--- src/rtl/speaker_tone_driver.sv ---
// rtl/speaker_tone_driver.sv - priority-decoded three-channel beep/gap square-wave speaker driver
module speaker_tone_driver #(
    parameter int TONE_HALF_0  = 12500,
    parameter int TONE_HALF_1  = 10000,
    parameter int TONE_HALF_2  = 8333,
    parameter int BEEP_ON_CYC  = 2500000,
    parameter int BEEP_OFF_CYC = 2500000
) (
    input  logic       clk,
    input  logic       rst_n,
    input  logic       ena,
    input  logic [2:0] spk_req,
    output logic [2:0] spk_out,
    output logic       busy,
    output logic [1:0] active_ch
);

    localparam int MAX_HALF_01 = (TONE_HALF_0 > TONE_HALF_1) ? TONE_HALF_0 : TONE_HALF_1;
    localparam int MAX_HALF    = (MAX_HALF_01 > TONE_HALF_2) ? MAX_HALF_01 : TONE_HALF_2;
    localparam int MAX_BEEP    = (BEEP_ON_CYC > BEEP_OFF_CYC) ? BEEP_ON_CYC : BEEP_OFF_CYC;
    localparam int TW          = $clog2(MAX_HALF + 1);
    localparam int BW          = $clog2(MAX_BEEP + 1);

    localparam logic [BW-1:0] ON_LAST  = BW'(BEEP_ON_CYC - 1);
    localparam logic [BW-1:0] OFF_LAST = BW'(BEEP_OFF_CYC - 1);

    localparam logic [1:0] S_IDLE     = 2'd0;
    localparam logic [1:0] S_BEEP_ON  = 2'd1;
    localparam logic [1:0] S_BEEP_OFF = 2'd2;

    logic [1:0]    state;
    logic [BW-1:0] beep_cnt;
    logic [TW-1:0] tone_cnt;
    logic [1:0]    req_ch;
    logic [TW-1:0] half_last;

    function automatic logic [2:0] onehot(input logic [1:0] ch);
        return 3'b001 << ch;
    endfunction

    // Lowest set request index wins.
    always_comb begin
        req_ch = 2'd2;
        if (spk_req[0])
            req_ch = 2'd0;
        else if (spk_req[1])
            req_ch = 2'd1;
    end

    always_comb begin
        half_last = TW'(TONE_HALF_2 - 1);
        if (active_ch == 2'd0)
            half_last = TW'(TONE_HALF_0 - 1);
        else if (active_ch == 2'd1)
            half_last = TW'(TONE_HALF_1 - 1);
    end

    always_ff @(posedge clk or negedge rst_n) begin
        if (!rst_n) begin
            state     <= S_IDLE;
            spk_out   <= 3'b000;
            busy      <= 1'b0;
            active_ch <= 2'd3;
            beep_cnt  <= '0;
            tone_cnt  <= '0;
        end else if (!ena) begin
            state     <= S_IDLE;
            spk_out   <= 3'b000;
            busy      <= 1'b0;
            active_ch <= 2'd3;
            beep_cnt  <= '0;
            tone_cnt  <= '0;
        end else begin
            case (state)
                S_IDLE: begin
                    if (|spk_req) begin
                        state     <= S_BEEP_ON;
                        active_ch <= req_ch;
                        busy      <= 1'b1;
                        spk_out   <= onehot(req_ch);
                        beep_cnt  <= '0;
                        tone_cnt  <= '0;
                    end
                end
                S_BEEP_ON: begin
                    if (beep_cnt == ON_LAST) begin
                        state    <= S_BEEP_OFF;
                        spk_out  <= 3'b000;
                        beep_cnt <= '0;
                        tone_cnt <= '0;
                    end else begin
                        beep_cnt <= beep_cnt + 1'b1;
                        if (tone_cnt == half_last) begin
                            tone_cnt <= '0;
                            spk_out  <= spk_out ^ onehot(active_ch);
                        end else begin
                            tone_cnt <= tone_cnt + 1'b1;
                        end
                    end
                end
                S_BEEP_OFF: begin
                    if (beep_cnt == OFF_LAST) begin
                        beep_cnt <= '0;
                        tone_cnt <= '0;
                        // Requests are only re-sampled here, so a channel never switches mid-beep.
                        if (|spk_req) begin
                            state     <= S_BEEP_ON;
                            active_ch <= req_ch;
                            spk_out   <= onehot(req_ch);
                        end else begin
                            state     <= S_IDLE;
                            busy      <= 1'b0;
                            active_ch <= 2'd3;
                        end
                    end else begin
                        beep_cnt <= beep_cnt + 1'b1;
                    end
                end
                default: begin
                    state     <= S_IDLE;
                    spk_out   <= 3'b000;
                    busy      <= 1'b0;
                    active_ch <= 2'd3;
                    beep_cnt  <= '0;
                    tone_cnt  <= '0;
                end
            endcase
        end
    end

endmodule

--- config.mk ---
export PLATFORM = sky130hd
export DESIGN_NAME = speaker_tone_driver
export DESIGN_NICKNAME = d
export VERILOG_FILES = /design/src/rtl/speaker_tone_driver.sv
export SDC_FILE = /design/constraint.sdc
export NUM_CORES = 1
export LEC_CHECK = 0
export CAP_MARGIN = 20
export CORE_MARGIN = 5
export CORE_UTILIZATION = 54
export DETAILED_ROUTE_END_ITERATION = 6
export GPL_ROUTABILITY_DRIVEN = 1
export PLACE_DENSITY = 0.75
export SYNTH_ARGS = -nofsm -noshare
export SYNTH_HDL_FRONTEND = slang
export SYNTH_SLANG_ARGS = --single-unit
--- constraint.sdc ---
create_clock -name clk -period 2 [get_ports clk]
set_input_delay 0.4 -clock clk [delete_from_list [all_inputs] [get_ports clk]]
set_output_delay 0.4 -clock clk [all_outputs]
set_load 0.1 [all_outputs]
Yosys cells after proc, flatten, opt, wreduce, memory -nomap -nowiden
Cells that the tools add are included.
{"block": "word_totals", "register_bits": 44, "out_inout_bits": 6, "wordCells": 67}
{"block": "op_classes", "bitwise": 1, "addsub": 2, "n_reduce_logical": 9, "eq_ne": 11, "n_mux": 36, "n_shift": 2}
{"cell": "2-to-1 mux 14 bit", "n": 5}
{"cell": "2-to-1 mux 22 bit", "n": 3}
{"cell": "case mux 22 bit (2 select lines)", "n": 1}
{"cell": "case mux 14 bit (3 select lines)", "n": 1}
{"cell": "adder 22 x 1 -> 22 bit, second input constant", "n": 1}
{"cell": "equality test 22 bit, second input constant", "n": 1}
{"cell": "2-to-1 mux 2 bit", "n": 10}
{"cell": "2-to-1 mux 3 bit", "n": 5}
{"cell": "adder 14 x 1 -> 14 bit, second input constant", "n": 1}
{"cell": "equality test 14 bit", "n": 1}
{"cell": "2-to-1 mux 13 bit", "n": 1}
{"cell": "!= test 3 bit, second input constant", "n": 4}
{"cell": "case mux 2 bit (3 select lines)", "n": 2}
{"cell": "2-to-1 mux 11 bit", "n": 1}
{"cell": "case mux 3 bit (3 select lines)", "n": 1}
{"cell": "AND reduction 3 bit", "n": 2}
{"cell": "left shift 1 x 2 -> 3 bit, first input constant", "n": 2}
{"cell": "2-to-1 mux 1 bit", "n": 5}
{"cell": "equality test 2 x 1 -> 1 bit, second input constant", "n": 2}
{"cell": "logical NOT 2 bit", "n": 2}
{"cell": "!= test 4 bit, second input constant", "n": 1}
{"cell": "AND reduction 2 bit", "n": 2}
{"cell": "AND reduction 4 bit", "n": 1}
{"cell": "case mux 1 bit (3 select lines)", "n": 1}
{"cell": "other kinds (5)", "n": 5}

Logic depth before layout (Yosys ltp)
{"block": "logic_depth", "word_depth": 8, "depth_mapped": 9, "ltp_nobuf": 8}

Worst setup path before layout
No wires, ideal clock.
{"block": "synth_timing", "path_kind": "register to register", "startpoint": "register active_ch[1]", "endpoint": "register spk_out[1]", "slack_ns": -0.386, "synth_period_minus_slack_ns": 2.386, "setup_time_ns": 0.126, "t_arrival_ns": 2.260, "stages_incl_launch_ff": 7, "path_cell_list": "dfstp_2 > nor2_1 > or4_1 > a21oi_1 > a21oi_1 > and2_4 > a221o_1"}
{"block": "synth_between", "elab_chain_len": 6}
{"item": "start: declaration", "line": "15", "source": "output logic [1:0] active_ch"}
{"item": "start signal: assignment", "line": "78", "source": "active_ch <= req_ch;"}
{"item": "start signal: assignment", "line": "108", "source": "active_ch <= req_ch;"}
{"item": "equality test 2 x 1 -> 1 bit or left shift 1 x 2 -> 3 bit (tied branches)", "line": "54, 38"}
{"item": "2-to-1 mux 11 bit or XOR 3 bit (tied branches)", "line": "54, 95"}
{"item": "2-to-1 mux 13 bit or 2-to-1 mux 3 bit (tied branches)", "line": "52, 93"}
{"item": "equality test 14 bit or 2-to-1 mux 3 bit (tied branches)", "line": "93, 86"}
{"item": "!= test 4 bit (no source line) or case mux 3 bit (3 select lines) (tied branches)"}
{"item": "AND reduction 2 bit (no source line) or 2-to-1 mux 3 bit (tied branches)"}
{"item": "end signal: assignment", "line": "80", "source": "spk_out <= onehot(req_ch);"}
{"item": "end signal: assignment", "line": "95", "source": "spk_out <= spk_out ^ onehot(active_ch);"}
{"item": "end signal: assignment", "line": "109", "source": "spk_out <= onehot(req_ch);"}
{"item": "end: declaration", "line": "13", "source": "output logic [2:0] spk_out,"}
Several ways; a longest one is shown, not always the timed one. The select of a mux whose other input is x is not followed.
A chain may end at the register's enable or synchronous reset.

Worst setup path after layout
Ends and elaborated chain as after synthesis.

==> metrics.md <==
| Metric | Value |
|---|---|
| Status | complete, but fails checks |
| Failing checks | negative setup slack |
| Die W | 80.0 um |
| Design Area, Final | 3650 sq um |
| Hold Crit Class | input pin to asynchronous set/reset pin |
| Max Freq | 465 MHz |
| Fin crit share | 107% |
| Post-synthesis cell area | 2650 sq um |
| GRT Residual Overflow | 0 |
| Maximum VDD drop | 0.000568 V |
| PnR worst setup slack | -0.149 ns |
| CTS Root Buffer Type | clkbuf_8 |
| Unique cell type count in the Yosys netlist | 50 |
| Via count | 2498 |
| TritonCTS clock tree | done |
| Antenna Diode Count | 0 |
| Seq cells post-synth | 44 |
| Vias in the first global route | 2476 |
| Later-pin clock latency in the skew report | 0.30 ns |
| Nature of the critical path startpoint | register |
| Die height | 80.0 um |
| Post-synth EDFFs | 0 |
| CP max FO | 5 |
| Die ar. | 6410 sq um |
| Pin count of the biggest net entering global routing | 26 |
| Total track usage | 22.4% |
| Wirelength per Cell | 16.2 um |
| Layout cell share with drive strength beyond 1 | 35.2% |
| Transition time of the tightest slew-check pin | 0.573 ns |
| Synth top area cells | dfrtp_1 40%, xor2_1 6.6%, nor2_1 5.7% |
| Final core occ | 76.7% |
| Post-synth top cells | 42 x dfrtp_1, 40 x nor2_1, 24 x nand2_1, 20 x xor2_1, 18 x nand3_1 |
| Post-synthesis async set-or-reset flop share | 100% |
| Clk slew on worst S/H paths | 0.08 ns |
| Register-to-register setup slack | -0.15 ns |
| RSZ-0062 raised after global routing | yes |
| WS Path Type | register to register |
| Final setup viols | 36 |
| Mean cell area of the mapped netlist | 8.95 sq um |
| Residual DRC | 0 |
| Slew Viols, Final | 0 |
| Cell leakage power | 1.55 nW |
| RePlAce Congestion | 0.960 |
| Area Overhead vs Synth | 37.7% |
| TritonRoute pass-1 iters | 4 |
| I/O Buffers | 11 |
| Synth Warn # | 0 |
| Setup crit end | spk_out[1] |
| Power Density | 978 nW/um^2 |
| R2r endpoint | spk_out[1] |
| Fin nets | 381 |
| Place WS | -0.281 ns |
| Clock sink count | 44 |
| First-pass GRT wire length | 11200 um |
| Area leader, netlist | dfrtp_1 |
| Post-Place Cell Area | 3280 sq um |
| Top FF cell, synth | dfrtp_1 |
| Vias/cell | 5.73 |
| H-tree depth | 2 |
| Final Hold Viols | 0 |
| Post-Route WL | 7050 um |
| RR Startpoint | active_ch[1] |
| R2R cell count | 6 |
| Clock skew | 0.00505 ns |
| Worst setup EP type | register |
| CTS Buf Count | 5 |
| Worst path required time | 2.19 ns |
| Relative slew slack | 61.8% |
| Detail Placement HPWL | 4650 um |
| Core Region | 4750 sq um |
| ANT nets after route | 0 |
| Clk buf depth | 2 |
| Seq/Total Area, Yosys | 41.7% |
| Min Tclk post-route | 2.15 ns |
| Max-cap violations | 0 |
| Synth top area share | 39.7% |
| Rows | 25 |
| Top-count cell post-synth | dfrtp_1 |
| Critical path origin | active_ch[1] |
| Initial antenna violation count | 0 |
| Synthesized Nets | 309 |
| Critical Path AT | 2.34 ns |
| DR iter-0 viols | 172 |
| Number of I/O pins | 12 |
| Initial Util | 55.7% |
| Synth Instances | 296 |
sequential cells by signal (all words and copies together) (netlist names):
name and flops:
tone_cnt 14, busy 1, active_ch 2, beep_cnt 22
state 2, spk_out 3
layer usage:
metal	GRT usage [%]	vias up	share of wire [%]
met1	29.1	1220	44
li1	-	1194	-
met4	7.77	0	2.1
met3	4.40	15	4.6
met5	0	-	0
met2	36.9	69	49
layout make-up:
type	count	area, sq um
clock buffer	7	86.3
clock inverter	1	7.51
fill	316	1110
inverter	6	22.5
multi-input combinational	234	1670
sequential	44	1110
tap	67	83.8
timing repair buffer	77	668
per-stage QoR:
stage | hold slack [ns] | power, mW | TNS, ns | std cells
after floorplan | 0.104 | 2.10 | -3.07 | 296
after global placement | 0.418 | 2.67 | -4.32 | 423
after detailed placement | 0.431 | 2.70 | -6.18 | 423
after CTS | 0.0929 | 3.33 | -1.06 | 433
after global routing | 0.132 | 3.75 | -5.26 | 436
final | 0.0815 | 3.57 | -2.38 | 436
logic make-up (layout without fill, tap and decap cells):
group	Yosys count	count (layout)	synth area share (%)
xor+xnor	27	27	8.93
compound gates	46	46	11.3
fa+ha+maj	7	7	3.31
simple gates	149	149	29.9
mux	5	5	2.08
buf+inv	18	91	2.88
flops	44	44	41.7
power by group:
group          total, mW  switching, mW  internal [mW]
Clock              0.582          0.301          0.281
Sequential          1.09         0.0818           1.01
Combinational       1.90           1.14          0.757
Total               3.57           1.52           2.04
worst min-delay path by stage:
stage | from | slack (ns) | to | cells after the start
after floorplan | rst_n | 0.10 | beep_cnt[0] | 0
after global placement | rst_n | 0.42 | beep_cnt[19] | 1
after detailed placement | rst_n | 0.43 | beep_cnt[19] | 1
after CTS | rst_n | 0.09 | beep_cnt[19] | 1
after global routing | rst_n | 0.13 | beep_cnt[16] | 1
final | rst_n | 0.08 | beep_cnt[17] | 1
critical path, cell delays in order (launching register included):
cell      delay (ns)
dfstp_4         0.64
nand2b_1        0.22
mux2_2          0.38
a21oi_2         0.17
a21oi_2         0.11
and2_4          0.18
a221o_1         0.34
cell usage in the layout, fill, tap and decap left out, types with 2 or more instances in the layout:
master           instances
a21oi_1                  5
and3_1                   8
nand4b_1                 2
nand3b_1                 3
nand2b_1                 5
nor3_1                   4
xor2_1                  20
or3_4                    2
o21ai_1                  2
dfrtp_1                 42
buf_12                   4
o21ai_0                  9
clkbuf_8                 6
mux2_2                   4
a41oi_1                  2
a221o_1                  2
nand3_1                 18
inv_1                    6
clkdlybuf4s50_1          4
nor2_4                   9
buf_6                    2
a21oi_2                  9
dfstp_4                  2
or2_2                    2
nor2_2                   3
a32oi_1                  2
or3_1                    7
nor2b_1                  7
xnor2_1                  7
and2_4                   3
nand4_1                  8
ha_1                     6
nor3b_1                  2
o21ai_2                  2
nand2_1                 23
nor2_1                  28
buf_4                   64
nor4b_2                  3
or4b_1                   2
what timing repair did:
| item | 4_1_cts | 5_1_grt |
|---|---|---|
| hold buffers | 0 | 0 |
| gates resized for setup | 14 | 45 |
| gates cloned | 0 | 1 |
| pin swaps | 6 | 21 |
| setup buffers | 2 | 3 |
| setup endpoints to repair | 23 | 42 |
(Power assumes the default switching activity.)
